$ cat config.mk
export PLATFORM = sky130hd
export DESIGN_NAME = branch_predictor
export DESIGN_NICKNAME = d
export VERILOG_FILES = /design/src/rtl/branch_predictor.sv
export SDC_FILE = /design/constraint.sdc
export NUM_CORES = 1
export LEC_CHECK = 0
export ABC_AREA = 1
export CORE_MARGIN = 2
export CORE_UTILIZATION = 25
export DETAILED_ROUTE_END_ITERATION = 10
export SYNTH_ARGS = -nofsm -noshare
export SYNTH_HDL_FRONTEND = slang
export SYNTH_SLANG_ARGS = --single-unit
$ cat constraint.sdc
create_clock -name clk -period 2.12 [get_ports clk]
set_clock_uncertainty 0.2 [all_clocks]
set_input_delay 0.212 -clock clk [delete_from_list [all_inputs] [get_ports clk]]
set_output_delay 0.212 -clock clk [all_outputs]
set_load 0.02 [all_outputs]
$ cat src/rtl/branch_predictor.sv
// -----------------------------------------------------------------------------
// branch_predictor
//
// Dynamic branch predictor built from a table of 2-bit saturating counters.
// The fetch PC indexes the table either directly (bimodal, MODE=0) or XORed
// with a non-speculative global history register (gshare, MODE=1). The
// prediction is a pure combinational read. Resolved branches come back with
// the index they were predicted with, and they update the counter, the history
// and the accuracy statistics on the next rising edge.
//
// Ports:
//   clk             clock, all state changes on the rising edge
//   rst             synchronous active-high reset
//   pcF             fetch-stage PC
//   pred_takeF      prediction for pcF (bit 1 of the selected counter)
//   pred_idxF       table index used for pcF; the pipeline carries it with the branch
//   upd_en          a branch resolved this cycle
//   upd_idx         pred_idxF carried with the resolving branch
//   upd_taken       actual outcome of the resolving branch
//   upd_mispredict  the carried prediction differed from the outcome
//   ghr             current global history (newest outcome in bit 0)
//   branch_cnt      resolved branches, saturating
//   mispred_cnt     mispredicted branches, saturating
// -----------------------------------------------------------------------------
module branch_predictor #(
    parameter int         IDX_W    = 6,
    parameter int         GHR_W    = 6,
    parameter int         MODE     = 0,
    parameter logic [1:0] CNT_INIT = 2'b01,
    parameter int         STAT_W   = 32
) (
    input  logic              clk,
    input  logic              rst,
    input  logic [31:0]       pcF,
    output logic              pred_takeF,
    output logic [IDX_W-1:0]  pred_idxF,
    input  logic              upd_en,
    input  logic [IDX_W-1:0]  upd_idx,
    input  logic              upd_taken,
    input  logic              upd_mispredict,
    output logic [GHR_W-1:0]  ghr,
    output logic [STAT_W-1:0] branch_cnt,
    output logic [STAT_W-1:0] mispred_cnt
);

    localparam int ENTRIES = 1 << IDX_W;

    logic [1:0]        cnt_q [ENTRIES];
    logic [1:0]        cnt_cur;
    logic [1:0]        cnt_d;
    logic [GHR_W-1:0]  ghr_q;
    logic [GHR_W-1:0]  ghr_d;
    logic [STAT_W-1:0] branch_cnt_q;
    logic [STAT_W-1:0] branch_cnt_d;
    logic [STAT_W-1:0] mispred_cnt_q;
    logic [STAT_W-1:0] mispred_cnt_d;
    logic [IDX_W-1:0]  pc_idx;

    // Word-aligned PC bits select the entry; the rest of the PC is ignored.
    assign pc_idx = pcF[IDX_W+1:2];

    logic unused_pc;
    assign unused_pc = ^{pcF[31:IDX_W+2], pcF[1:0]};

    // ---------------------------------------------------------------- lookup
    generate
        if (MODE == 1) begin : g_gshare
            // History is shorter than or equal to the index; zero-extend it.
            assign pred_idxF = pc_idx ^ IDX_W'(ghr_q);
        end else begin : g_bimodal
            assign pred_idxF = pc_idx;
        end
    endgenerate

    // The table is read from the registered state, so an update in the same
    // cycle is only seen from the following cycle (read-before-write). While
    // reset is held the table may not yet be initialised, so the reset
    // prediction is forced.
    assign pred_takeF = rst ? CNT_INIT[1] : cnt_q[pred_idxF][1];

    // ---------------------------------------------------------------- update
    // NOTE: every variable written in always_comb gets a default first so no
    // path leaves it unassigned, which would infer a latch.
    always_comb begin
        cnt_cur       = cnt_q[upd_idx];
        cnt_d         = cnt_cur;
        branch_cnt_d  = branch_cnt_q;
        mispred_cnt_d = mispred_cnt_q;

        if (upd_taken) begin
            if (cnt_cur != 2'b11) cnt_d = cnt_cur + 2'd1;
        end else begin
            if (cnt_cur != 2'b00) cnt_d = cnt_cur - 2'd1;
        end

        // Statistics stick at all-ones instead of wrapping.
        if (branch_cnt_q != '1) branch_cnt_d = branch_cnt_q + STAT_W'(1);
        if (upd_mispredict && (mispred_cnt_q != '1))
            mispred_cnt_d = mispred_cnt_q + STAT_W'(1);
    end

    generate
        if (GHR_W == 1) begin : g_ghr1
            assign ghr_d = upd_taken;
        end else begin : g_ghrn
            assign ghr_d = {ghr_q[GHR_W-2:0], upd_taken};
        end
    endgenerate

    // NOTE: the counter table is a register array, not a RAM macro, because
    // every entry must return to CNT_INIT in a single reset cycle; it is
    // therefore reset entry by entry here.
    // NOTE: sequential state uses non-blocking assignments so all registers
    // update together from the values present before the edge.
    always_ff @(posedge clk) begin
        if (rst) begin
            for (int i = 0; i < ENTRIES; i++) cnt_q[i] <= CNT_INIT;
            ghr_q         <= '0;
            branch_cnt_q  <= '0;
            mispred_cnt_q <= '0;
        end else if (upd_en) begin
            cnt_q[upd_idx] <= cnt_d;
            ghr_q          <= ghr_d;
            branch_cnt_q   <= branch_cnt_d;
            mispred_cnt_q  <= mispred_cnt_d;
        end
    end

    assign ghr         = ghr_q;
    assign branch_cnt  = branch_cnt_q;
    assign mispred_cnt = mispred_cnt_q;

endmodule

==> reports/summary.txt, run 1 <==
total power = 0.009155 W
row cnt = 78
Multi-input gate area = 0.005713 mm²
sequential fraction of the synthesis area = 0.4573
failing checks = setup timing
number of flops mapped to enable cells by yosys = 128
Worst Hold Class = register to register
crit path launch type = register
cts bufs inserted = 17
crit path launch = cnt_q[57][1]
vias per cell = 4.662
flops & latches, synth = 198
Clock Root Buffer = clkbuf_16
most common cell after layout, fill and taps aside = nand2_1
via count of the routed design = 11.49k
fin nets = 1,897
global-route wire length before repair = 60.35 mm
commonest non-fill, non-tap cells in the layout = nand2_1 (544), inv_1 (176), nor2_1 (174)
# IOs = 120
final worst-path cycle share = 1.084
Cell variety after synth = 36
# DRC = 0
f_max = 435.0 MHz
syn avg cell area = 6.997 µm²
Max VDD drop = 0.5734 mV
post-layout min period = 2299 ps
reg-to-reg slack, setup = -180 ps
Mapped Nets = 1,684
DR iter-0 viols = 958
Worst Setup Slack, final = -178.6 ps
outcome = complete, but fails checks
Worst-Skew Late Latency = 470 ps
worst setup path end = cnt_q[14][1]
post-synthesis async set-or-reset flop share = 0
Die Height = 218.2 µm
fillers = 4,758
LEAKAGE = 6.068 nW
Hold Slack = 275.6 ps
RSZ-0062 raised after global routing = yes
number of global-route vias before repair = 11.17k
Die Span X = 218.2 µm
Worst R2R Path Depth = 16
post-synthesis instance total = 1,639
CTS tree = built
share of cells above drive strength 1 = 0.1920
initial antenna violation count = 0
clock sink count = 198
max-cap viol count = 0
register area = 0.005265 mm²
Worst slew margin = 0.6836
drt total wl = 38.99 mm
final setup vio count = 117
CP required = 2150 ps
crit-path max FO = 8
DRT Pass-1 Iters = 5
Fin. Hold Viols = 0
number of antenna repair diodes = 0
max-slew violation count = 0
Worst-Margin Slew = 471.0 ps
CTS clk-pin slew, worst paths = 80 ps
Worst R2R Start = cnt_q[57][1]
initial core utilization = 0.2533
Top FF cell, synth = edfxtp_1
gr usage total = 0.1638
total global routing overflow = 0
DP Wirelength = 26.40 mm
gpl congestion = 0.9166
largest net degree at the start of global routing = 44
WP data arrival = 2330 ps
Synth top area share = 0.3352
leading area contributor after synthesis = edfxtp_1
Port-buffer cells = 93
CTS max path bufs = 2
top post-synthesis cells by area = edfxtp_1 (34%), nand2_1 (18%), dfxtp_1 (12%)
Synth-to-Final Area Change = 38.40%
H-tree Lvls = 4
synthesized area = 0.01147 mm²
CP Class = register to register
worst r2r dst = cnt_q[14][1]
Ys Warns = 0
Crit. End Element = register
DRT antenna net count = 0
Post-CTS Hold Buffers = 0
DR WL/cell = 15.82 µm
PD cells = 576.8 mW/mm²
core area = 0.04528 mm²
DIE AREA = 0.04760 mm²
-- stage by stage --
step,area [µm²],instances,utilization,setup slack (ps),setup TNS (ps)
after floorplan,11480,1639,-,-1.939,-1.939
after detailed placement,14060,2400,0.3104,-674.1,-120590
after global placement,14060,2400,0.3104,-702.6,-113850
after global routing,15870,2465,0.3505,-271.4,-28030
final,15870,2465,0.3505,-178.6,-13390
after CTS,15190,2452,0.3355,-135.8,-7476
-- synth_stat cells, types with 11 or more instances --
cell,count
a21oi_1,71
buf_2,30
buf_4,15
clkbuf_1,29
dfxtp_1,70
edfxtp_1,128
inv_1,182
nand2_1,558
nand3_1,134
nand4_1,19
nor2_1,245
nor3_1,32
o21ai_0,48
xnor2_1,11
xor2_1,17
-- report_power, final --
group	internal (W)	switching, W
clock network	0.00155	0.00168
logic	0.000708	0.00100
registers	0.00416	0.0000519
-- routing by layer --
| metal | GRT usage | share of wire |
|---|---|---|
| met1 | 0.2050 | 0.43 |
| met3 | 0.04064 | 0.074 |
| met2 | 0.2702 | 0.47 |
| met4 | 0.06417 | 0.028 |
| met5 | 0 | 0 |
-- sequential cells by signal (all words and copies together), names as in the netlist --
| signal | cells |
|---|---|
| branch_cnt | 32 |
| mispred_cnt | 32 |
| ghr | 6 |
| cnt_q | 128 |
-- how the worst min path moves through the flow --
| stage | from | endpoint | slack [ps] | cells past startpoint |
|---|---|---|---|---|
| floorplan | upd_taken | ghr[0] | 150 | 2 |
| global placement | mispred_cnt[0] | mispred_cnt[0] | 250 | 1 |
| detailed placement | mispred_cnt[0] | mispred_cnt[0] | 250 | 1 |
| CTS | mispred_cnt[0] | mispred_cnt[0] | 270 | 1 |
| global route | mispred_cnt[0] | mispred_cnt[0] | 300 | 1 |
| finish | mispred_cnt[0] | mispred_cnt[0] | 280 | 1 |
-- what timing repair did --
action | 4_1_cts | 5_1_grt
resized for setup | 62 | 168
endpoints found under the hold margin | 0 | 0
gates cloned | 12 | 2
pin swaps | 4 | 13
buffers inserted | 8 | 12
setup endpoints to repair | 155 | 221
-- critical path, cell delays in order, from the launching register on --
cell,delay (ps)
edfxtp_1,470
nand2_1,100
o21ai_1,60
nand2_1,60
nand2_1,50
nand2_1,50
nand2_1,40
nand2_1,70
nand2_1,60
nor2_2,120
nand2_1,90
nand2_2,100
nand2_2,80
nand2_4,110
buf_6,160
buf_12,170
nor2_1,50
-- kinds of logic (layout without fill, tap and decap cells) --
group                      after synthesis  in the layout  share of synthesized area
adders and majority gates                2              2                   0.002182
xor gates and xnor gates                28             28                    0.02138
DFF                                    198            198                     0.4573
and+or+nand+nor                       1005           1005                     0.3568
buffers and inverters                  268            494                    0.09939
AOI/OAI and AO/OA                      138            138                    0.06295
-- area by class of cell --
class,count,share of cell area
tap,600,0.04730
clock buffer,17,0.02680
sequential,198,0.3317
inverter,186,0.04422
multi-input combinational,1173,0.3599
timing repair buffer,276,0.1817
clock inverter,15,0.008356
No activity file was read; power rests on OpenSTA's default activity.
==> run 2, diff against run 1 <==
--- a/config.mk
+++ b/config.mk
@@ -9,6 +9,7 @@
 export CORE_MARGIN = 2
 export CORE_UTILIZATION = 25
 export DETAILED_ROUTE_END_ITERATION = 10
+export RECOVER_POWER = 25
 export SYNTH_ARGS = -nofsm -noshare
 export SYNTH_HDL_FRONTEND = slang
 export SYNTH_SLANG_ARGS = --single-unit
==> run 2 against run 1 <==
Against the previous run:
- the run still ends with setup timing left
- combinational power is essentially flat
- sequential power hardly changed
- sequential share of layout area is 0.11 points higher
- count of clock-buffer cells in the layout unchanged
- first-iteration DRC count down 7.0%
- register-to-register slack barely moved
- global-route usage did not move
- total power down 0.21%
- largest cell class unchanged
==> reports/summary.txt, run 2 (same netlist as run 1, synthesis figures left out) <==
DIE AREA = 0.04760 mm²
DR WL/cell = 15.86 µm
CTS tree = built
row cnt = 78
final worst-path cycle share = 1.080
Worst Hold Class = register to register
cts bufs inserted = 17
post-layout min period = 2289 ps
Max VDD drop = 0.5734 mV
Worst slew margin = 0.4664
final setup vio count = 117
most common cell after layout, fill and taps aside = nand2_1
number of global-route vias before repair = 11.17k
fin nets = 1,897
failing checks = setup timing
CP required = 2150 ps
outcome = complete, but fails checks
max-slew violation count = 0
crit path launch type = register
non-filler cells, final = 2,465
Worst-Skew Late Latency = 470 ps
Port-buffer cells = 93
# IOs = 120
clock sink count = 198
Die Span X = 218.2 µm
RSZ-0062 raised after global routing = yes
total global routing overflow = 0
CTS max path bufs = 2
Worst-Margin Slew = 800.4 ps
Synth-to-Final Area Change = 37.96%
initial core utilization = 0.2533
DP Wirelength = 26.40 mm
Clock Root Buffer = clkbuf_16
DRT Pass-1 Iters = 5
DRT antenna net count = 0
vias per cell = 4.674
max-cap viol count = 0
initial antenna violation count = 2
Area after DPL = 0.01406 mm²
PD cells = 577.5 mW/mm²
global-route wire length before repair = 60.35 mm
Post-CTS Hold Buffers = 0
LEAKAGE = 6.079 nW
share of cells above drive strength 1 = 0.1898
CP Class = register to register
H-tree Lvls = 4
Die Height = 218.2 µm
commonest non-fill, non-tap cells in the layout = nand2_1 (544), inv_1 (176), nor2_1 (175)
# DRC = 0
crit-path max FO = 8
Finished Cell Area = 0.01582 mm²
WP data arrival = 2320 ps
Fin. Hold Viols = 0
max FFs per register = 128
largest net degree at the start of global routing = 44
number of antenna repair diodes = 0
Worst Setup Slack, final = -168.7 ps
DR iter-0 viols = 891
Largest Register = cnt_q
dpl cells = 2,400
gpl congestion = 0.9166
drt total wl = 39.09 mm
Hold Slack = 275.8 ps
gr usage total = 0.1638
Crit. End Element = register
via count of the routed design = 11.52k
f_max = 436.9 MHz
core area = 0.04528 mm²
CTS clk-pin slew, worst paths = 80 ps
==> run 2: changes by cell type in the layout (fill, tap and decap cells not counted), sizes merged <==
cell           before  now
buf               182  170
clkinvlp            2    3
dlygate4sd3         0   19
clkinv              8    7
clkdlybuf4s50      87   68
clkbuf             18   30
==> run 2: worst max-delay path: stages (launching register included) <==
cell and delay (ps):
edfxtp_1 470, nand2_1 100, o21ai_1 60, nand2_1 60, nand2_1 50, nand2_1 50, nand2_1 40, nand2_1 70
nand2_1 60, nor2_2 120, nand2_1 80, nand2_2 100, nand2_2 80, nand2_4 110, buf_6 160, buf_12 170
nor2_1 50
==> run 2: final cells by class <==
| type | instances | area, µm² |
|---|---|---|
| well taps | 600 | 750.7 |
| fillers | 4761 | 29460 |
| clock buffers | 17 | 425.4 |
| clock inverters | 15 | 132.6 |
| multi-input cells | 1173 | 5705 |
| repair buffers | 276 | 2840 |
| inverters | 186 | 701.9 |
| flip-flops and latches | 198 | 5265 |
==> run 2: timing repair <==
action	4_1_cts	5_1_grt
resized for setup	62	168
endpoints found under the setup margin	155	221
pin swaps	4	13
setup buffers	8	12
gates cloned	12	2
==> run 2: path summary, 6_finish.rpt <==
kind,depth (start not counted),slack [ps],from,endpoint
hold reg to reg,1,280,mispred_cnt[0],mispred_cnt[0]
setup reg to reg,16,-170,cnt_q[57][1],cnt_q[14][1]
hold / removal,1,280,mispred_cnt[0],mispred_cnt[0]
setup / recovery,16,-170,cnt_q[57][1],cnt_q[14][1]
==> run 2: through the flow <==
step | util | total power (W) | setup TNS, ps | setup WS (ps)
6_report | 0.3494 | 0.009137 | -12940 | -168.7
5_1_grt | 0.3494 | 0.009465 | -34180 | -271.4
4_1_cts | 0.3355 | 0.009062 | -7476 | -135.8
3_5_place_dp | 0.3104 | 0.005485 | -120590 | -674.1
3_3_place_gp | 0.3104 | 0.005475 | -113850 | -702.6
2_1_floorplan | - | 0.004968 | -1.939 | -1.939
==> run 2: per-layer routing <==
layer	global-route usage	routed length (µm)	vias to the layer above
met5	0	7	-
met4	0.06417	1155	2
met3	0.04064	2752	68
met2	0.2702	18440	455
met1	0.2050	16730	5347
li1	-	-	5649
==> run 2: power by group <==
group | total, W | switching, W | internal [W] | leakage [nW]
Sequential | 0.00421 | 0.0000512 | 0.00416 | 1.72
Combinational | 0.00170 | 0.00100 | 0.000694 | 4.09
Clock | 0.00323 | 0.00168 | 0.00155 | 0.273
